<file path="config.mk">
export PLATFORM = sky130hd
export DESIGN_NAME = change_dispenser
export DESIGN_NICKNAME = d
export VERILOG_FILES = /design/src/rtl/vend_pkg.sv /design/src/rtl/change_pulse_timer.sv /design/src/rtl/change_dispenser.sv
export SDC_FILE = /design/constraint.sdc
export NUM_CORES = 1
export LEC_CHECK = 0
export ABC_AREA = 1
export BUFFER_PORTS_ARGS = -buffer_cell sky130_fd_sc_hd__buf_2
export CAP_MARGIN = 15
export CELL_PAD_IN_SITES_DETAIL_PLACEMENT = 1
export CELL_PAD_IN_SITES_GLOBAL_PLACEMENT = 1
export CORE_UTILIZATION = 40
export CTS_CLUSTER_DIAMETER = 120
export DETAILED_ROUTE_END_ITERATION = 10
export PLACE_DENSITY = 0.85
export SLEW_MARGIN = 20
export SYNTH_ARGS = -nofsm -noshare
export SYNTH_HDL_FRONTEND = slang
export SYNTH_HIERARCHICAL = 1
export SYNTH_SLANG_ARGS = --single-unit
</file>
<file path="constraint.sdc">
create_clock -name clk -period 2.95 [get_ports clk]
set_input_delay 0.1475 -clock clk [delete_from_list [all_inputs] [get_ports clk]]
set_output_delay 0.1475 -clock clk [all_outputs]
set_load 0.01 [all_outputs]
</file>
<file path="src/rtl/vend_pkg.sv">
// Shared types and constants for the vending machine change path.
package vend_pkg;

    localparam int TUBE_W = 5;
    localparam int AMT_W  = 9;

    localparam logic [AMT_W-1:0] NICKEL_C  = 9'd5;
    localparam logic [AMT_W-1:0] DIME_C    = 9'd10;
    localparam logic [AMT_W-1:0] QUARTER_C = 9'd25;

    typedef enum logic [2:0] {
        IDLE,
        SELECT,
        PULSE,
        GAP,
        DONE
    } state_t;

    typedef enum logic [1:0] {
        COIN_NONE,
        COIN_Q,
        COIN_D,
        COIN_N
    } coin_t;

    // Tube refill clamps at a full tube instead of wrapping.
    function automatic logic [TUBE_W-1:0] sat_add(input logic [TUBE_W-1:0] a,
                                                  input logic [TUBE_W-1:0] b);
        logic [TUBE_W:0] s;
        s = {1'b0, a} + {1'b0, b};
        return s[TUBE_W] ? '1 : s[TUBE_W-1:0];
    endfunction

endpackage

</file>
<file path="src/rtl/change_pulse_timer.sv">
// Loadable down-counter timing both the eject pulse and the post-pulse gap.
module change_pulse_timer #(
    parameter int W = 8
) (
    input  logic         clk,
    input  logic         rst_n,
    input  logic         load,
    input  logic [W-1:0] load_val,
    output logic         zero
);

    logic [W-1:0] cnt;

    always_ff @(posedge clk or negedge rst_n) begin
        if (!rst_n) begin
            cnt <= '0;
        end else if (load) begin
            cnt <= load_val;
        end else if (cnt != '0) begin
            cnt <= cnt - 1'b1;
        end
    end

    assign zero = (cnt == '0);

endmodule

</file>
<file path="src/rtl/change_dispenser.sv">
// Greedy coin payout sequencer: one solenoid pulse per coin, with tube level tracking.
module change_dispenser
    import vend_pkg::*;
#(
    parameter int PULSE_CYC = 4,
    parameter int GAP_CYC   = 2
) (
    input  logic       clk,
    input  logic       rst_n,
    input  logic       req,
    input  logic [8:0] amount,
    input  logic       abort,
    input  logic       load,
    input  logic [4:0] load_q,
    input  logic [4:0] load_d,
    input  logic [4:0] load_n,
    output logic       busy,
    output logic       done,
    output logic       short,
    output logic [8:0] remaining,
    output logic       eject_q,
    output logic       eject_d,
    output logic       eject_n,
    output logic [4:0] quart,
    output logic [4:0] dim,
    output logic [4:0] nick,
    output logic [4:0] lvl_q,
    output logic [4:0] lvl_d,
    output logic [4:0] lvl_n
);

    localparam int TMR_W = 8;

    state_t      state, state_n;
    coin_t       coin, coin_n;
    logic [8:0]  rem_n;
    logic [4:0]  quart_n, dim_n, nick_n;
    logic [4:0]  lvl_q_n, lvl_d_n, lvl_n_n;
    logic        short_r, short_n;
    logic        abort_r, abort_n;
    logic        tmr_load;
    logic [TMR_W-1:0] tmr_val;
    logic        tmr_zero;

    change_pulse_timer #(.W(TMR_W)) u_timer (
        .clk      (clk),
        .rst_n    (rst_n),
        .load     (tmr_load),
        .load_val (tmr_val),
        .zero     (tmr_zero)
    );

    always_ff @(posedge clk or negedge rst_n) begin
        if (!rst_n) begin
            state     <= IDLE;
            coin      <= COIN_NONE;
            remaining <= '0;
            quart     <= '0;
            dim       <= '0;
            nick      <= '0;
            lvl_q     <= '0;
            lvl_d     <= '0;
            lvl_n     <= '0;
            short_r   <= 1'b0;
            abort_r   <= 1'b0;
        end else begin
            state     <= state_n;
            coin      <= coin_n;
            remaining <= rem_n;
            quart     <= quart_n;
            dim       <= dim_n;
            nick      <= nick_n;
            lvl_q     <= lvl_q_n;
            lvl_d     <= lvl_d_n;
            lvl_n     <= lvl_n_n;
            short_r   <= short_n;
            abort_r   <= abort_n;
        end
    end

    always_comb begin
        state_n  = state;
        coin_n   = coin;
        rem_n    = remaining;
        quart_n  = quart;
        dim_n    = dim;
        nick_n   = nick;
        lvl_q_n  = lvl_q;
        lvl_d_n  = lvl_d;
        lvl_n_n  = lvl_n;
        short_n  = short_r;
        abort_n  = abort_r;
        tmr_load = 1'b0;
        tmr_val  = '0;

        unique case (state)
            IDLE: begin
                if (req) begin
                    rem_n   = amount;
                    quart_n = '0;
                    dim_n   = '0;
                    nick_n  = '0;
                    short_n = 1'b0;
                    abort_n = 1'b0;
                    state_n = SELECT;
                end else if (load) begin
                    lvl_q_n = sat_add(lvl_q, load_q);
                    lvl_d_n = sat_add(lvl_d, load_d);
                    lvl_n_n = sat_add(lvl_n, load_n);
                end
            end
            SELECT: begin
                if (abort || abort_r || remaining == '0) begin
                    state_n = DONE;
                end else if (remaining >= QUARTER_C && lvl_q != '0) begin
                    coin_n  = COIN_Q;
                    lvl_q_n = lvl_q - 5'd1;
                    quart_n = quart + 5'd1;
                    rem_n   = remaining - QUARTER_C;
                    state_n = PULSE;
                end else if (remaining >= DIME_C && lvl_d != '0) begin
                    coin_n  = COIN_D;
                    lvl_d_n = lvl_d - 5'd1;
                    dim_n   = dim + 5'd1;
                    rem_n   = remaining - DIME_C;
                    state_n = PULSE;
                end else if (remaining >= NICKEL_C && lvl_n != '0) begin
                    coin_n  = COIN_N;
                    lvl_n_n = lvl_n - 5'd1;
                    nick_n  = nick + 5'd1;
                    rem_n   = remaining - NICKEL_C;
                    state_n = PULSE;
                end else begin
                    state_n = DONE;
                end
                if (state_n == PULSE) begin
                    tmr_load = 1'b1;
                    tmr_val  = TMR_W'(PULSE_CYC - 1);
                end
            end
            PULSE: begin
                if (tmr_zero) begin
                    tmr_load = 1'b1;
                    tmr_val  = TMR_W'(GAP_CYC - 1);
                    state_n  = GAP;
                end
            end
            GAP: begin
                if (tmr_zero) begin
                    coin_n  = COIN_NONE;
                    state_n = SELECT;
                end
            end
            DONE: begin
                short_n = (remaining != '0);
                abort_n = 1'b0;
                state_n = IDLE;
            end
            default: state_n = IDLE;
        endcase

        // Abort latched in PULSE/GAP is acted on at the next SELECT.
        if (abort && state != IDLE && state != DONE) begin
            abort_n = 1'b1;
        end
    end

    assign busy    = (state != IDLE);
    assign done    = (state == DONE);
    assign short   = (state == DONE) ? (remaining != '0) : short_r;
    assign eject_q = (state == PULSE) && (coin == COIN_Q);
    assign eject_d = (state == PULSE) && (coin == COIN_D);
    assign eject_n = (state == PULSE) && (coin == COIN_N);

endmodule
</file>
==> metrics.cfg <==
[clock_network]
clockBufferDepth = 2
clk_root_buffer_cell = sky130_fd_sc_hd__clkbuf_16
htreeDepth = 2
cts.repair_timing.setup_buffer_count = 0
clkSlewWorstSetupHoldPaths_ps = 80
numClockSinks = 54
clk-insertion-delay-late_ps = 310
cts_tree = done
tritoncts.num_buffers = 5

[die]
die-area_mm2 = 0.0124
core_area_mm2 = 0.0116
die_width_um = 111
die_height_um = 111
floorplan.initialDensity = 0.414
floorplan.rows = 39
ios = 74

[synthesis]
yosys_warnings = 6
syn-cell-area_mm2 = 0.00479
synth_sequential_area_ratio = 0.282
postSynthCellCount = 705
synth_seq_cells = 54
syn-mean-instance-area_um2 = 6.80
yosys.cell_types.count = 37

[final_layout]
area_growth_syn_to_layout_pct = 14.3
layout-drive-gt1-share = 0.195
fin_util = 0.474
most-common-layout-cells = sky130_fd_sc_hd__nand2_1 (239), sky130_fd_sc_hd__buf_2 (73), sky130_fd_sc_hd__nand3_1 (63)
finish.net_count = 846
n_antenna_cell = 0
final_common_cell = sky130_fd_sc_hd__nand2_1

[drt]
drt_drc_violations_left = 4
wl_met3_um = 407
routed-wl-met2_um = 7750
postRouteAntennaNets = 0
maxUsedRoutingLayer = met4
wire_per_inst_um = 15.9
num_vias = 4938
post_drt_via_cell_ratio = 5.33
drt_first_pass_iters = 7
totalWireLength_um = 14700
drt_iter0_drc = 188
met1_routed_length_um = 6210

[power]
clkPwrFrac = 0.098
p_sw_frac = 0.557
power_per_cell_area_mw_per_mm2 = 1230
internal-power_w = 0.00297
share_comb_of_total_power = 0.678
cellLeakagePower_nw = 3.00
ir_drop_mv = 0.428
pwr-share-seq = 0.225
power_switching_w = 0.00374

[global_route]
grt_start_max_net_pins = 41
antenna_found_initial = 0
grt_overflow = 0
grt_first_pass_wirelength_um = 25100
overall_global_routing_resource_usage = 0.248
number_of_global_route_vias_before_repair = 5255

[placement]
hpwl_um = 11400
gp_routability_congestion = 0.916
port-buffer-count = 73

[timing]
worstMarginPinSlew_ps = 668
timing.final.crit_share = 0.897
setup_viol = 0
finalHoldViolations = 0
fmax_mhz = 378
worst_clock_skew_ps = 7.04
max_slew_margin = 0.555
hold-worst-slack_ps = 110
period_needed_ps = 2650
timing.final.max_slew_violations = 0

[job]
drv_cap = 0

[worst_setup_path]
worst_setup_path_end_kind = register
critical_path_peak_fanout = 13
worstSetupPathType = reg2reg
arrival_time_worst_endpoint_ps = 2840
critical_path.startpoint_type = register
worst_ep_required_time_ps = 3140

[min_path]
min-delay-path-class = in2reg

[status]
status = finished with violations
failed_checks = DRC

logic make-up (layout without fill, tap and decap cells):
logic type,after synthesis,count (layout),synth area share
AO/OA/AOI/OAI,60,60,0.0694
buffers and inverters,90,164,0.0825
flip-flops,54,54,0.282
XOR/XNOR,32,32,0.0585
AND/OR/NAND/NOR,434,434,0.413
adder cells (fa/ha/maj),34,34,0.0935
other,1,6,0.000783
registers in the layout (all words and copies together) (netlist names):
name	flops
remaining	9
u_timer/cnt	8
dim	5
lvl_d	5
lvl_n	5
lvl_q	5
nick	5
quart	5
state	3
coin	2
abort_r	1
short_r	1
worst paths after layout:
path,start,to,slack (ps),cells after the start
max in group asynchronous,rst_n,lvl_n[2],1820,3
hold reg to reg,coin[1],coin[1],510,2
hold / removal,abort,abort_r,110,3
min in group asynchronous,rst_n,quart[0],410,2
setup reg to reg,remaining[2],u_timer/cnt[4],300,17
setup / recovery,remaining[2],u_timer/cnt[4],300,17
critical path, stage by stage, from the launching register on:
cell	delay, ps
sky130_fd_sc_hd__dfrtp_1	450
sky130_fd_sc_hd__inv_1	170
sky130_fd_sc_hd__ha_1	210
sky130_fd_sc_hd__inv_1	80
sky130_fd_sc_hd__nor2_2	150
sky130_fd_sc_hd__nor2_1	100
sky130_fd_sc_hd__nor2_1	130
sky130_fd_sc_hd__nand2_1	120
sky130_fd_sc_hd__nand2_4	150
sky130_fd_sc_hd__nand3_1	90
sky130_fd_sc_hd__nand3_1	80
sky130_fd_sc_hd__inv_1	50
sky130_fd_sc_hd__nand2_1	110
sky130_fd_sc_hd__nand2_2	180
sky130_fd_sc_hd__inv_2	160
sky130_fd_sc_hd__o21ai_0	100
sky130_fd_sc_hd__a21oi_1	130
sky130_fd_sc_hd__nor2_1	60
metal layers:
metal | global-route usage | vias to the layer above
li1 | - | 2400
met1 | 0.286 | 2412
met2 | 0.472 | 99
met3 | 0.0289 | 27
met4 | 0.0811 | 0
met5 | 0 | -
power by group through the flow:
| stage | clock, W | sequential, W | combinational (W) |
|---|---|---|---|
| 2_1_floorplan | 0 | 0.00146 | 0.00331 |
| 3_3_place_gp | 0 | 0.00149 | 0.00430 |
| 3_5_place_dp | 0 | 0.00151 | 0.00450 |
| 4_1_cts | 0.000668 | 0.00150 | 0.00454 |
| 5_1_grt | 0.000694 | 0.00156 | 0.00513 |
| 6_report | 0.000656 | 0.00151 | 0.00455 |
final cells by class:
class                      instances  area (µm²)
clock buffer                       6         139
inverter                          76         293
timing repair buffer              80         420
clock inverter                     2        16.3
tap                              143         179
sequential                        54        1350
multi-input combinational        566        3080
fill                            1578        6090
synthesized netlist by cell type:
library cell | number | area [µm²]
sky130_fd_sc_hd__a21oi_1 | 17 | 85.1
sky130_fd_sc_hd__a21oi_4 | 1 | 16.3
sky130_fd_sc_hd__a31oi_1 | 2 | 12.5
sky130_fd_sc_hd__and3_1 | 1 | 6.26
sky130_fd_sc_hd__buf_2 | 4 | 20.0
sky130_fd_sc_hd__buf_4 | 3 | 22.5
sky130_fd_sc_hd__buf_6 | 4 | 45.0
sky130_fd_sc_hd__clkbuf_1 | 2 | 7.51
sky130_fd_sc_hd__clkbuf_4 | 1 | 7.51
sky130_fd_sc_hd__conb_1 | 1 | 3.75
sky130_fd_sc_hd__dfrtp_1 | 54 | 1350
sky130_fd_sc_hd__fa_1 | 3 | 60.1
sky130_fd_sc_hd__ha_1 | 31 | 388
sky130_fd_sc_hd__inv_1 | 63 | 236
sky130_fd_sc_hd__inv_2 | 10 | 37.5
sky130_fd_sc_hd__inv_4 | 3 | 18.8
sky130_fd_sc_hd__nand2_1 | 240 | 901
sky130_fd_sc_hd__nand2_2 | 9 | 56.3
sky130_fd_sc_hd__nand2_4 | 7 | 78.8
sky130_fd_sc_hd__nand3_1 | 63 | 315
sky130_fd_sc_hd__nand3_2 | 1 | 10.0
sky130_fd_sc_hd__nand3_4 | 1 | 17.5
sky130_fd_sc_hd__nand3b_1 | 3 | 22.5
sky130_fd_sc_hd__nand4_1 | 13 | 81.3
sky130_fd_sc_hd__nor2_1 | 57 | 214
sky130_fd_sc_hd__nor2_2 | 7 | 43.8
sky130_fd_sc_hd__nor2_4 | 7 | 78.8
sky130_fd_sc_hd__nor2_8 | 1 | 20.0
sky130_fd_sc_hd__nor3_1 | 12 | 60.1
sky130_fd_sc_hd__nor4_1 | 1 | 6.26
sky130_fd_sc_hd__o21ai_0 | 34 | 170
sky130_fd_sc_hd__o21ai_1 | 1 | 5.00
sky130_fd_sc_hd__o21ai_2 | 4 | 35.0
sky130_fd_sc_hd__o41ai_1 | 1 | 8.76
sky130_fd_sc_hd__or2_2 | 11 | 68.8
sky130_fd_sc_hd__xnor2_1 | 9 | 78.8
sky130_fd_sc_hd__xor2_1 | 23 | 201
metrics by stage:
stage / total power, W / setup TNS (ps) / cell area (µm²) / setup WS (ps) / cells
6_report: 0.00671 / 0 / 5480 / 304 / 927
5_1_grt: 0.00739 / -29.0 / 5480 / -29.0 / 927
4_1_cts: 0.00671 / 0 / 5460 / 2.90 / 927
3_5_place_dp: 0.00601 / 0 / 5300 / 50.9 / 918
3_3_place_gp: 0.00579 / 0 / 5300 / 255 / 918
2_1_floorplan: 0.00477 / 0 / 4810 / 582 / 710
timing repair:
item | CTS | global route
hold endpoints to repair | 24 | 0
resized for setup | 0 | 6
hold buffers | 1 | 0
setup endpoints to repair | 0 | 8
(Power assumes the default switching activity.)
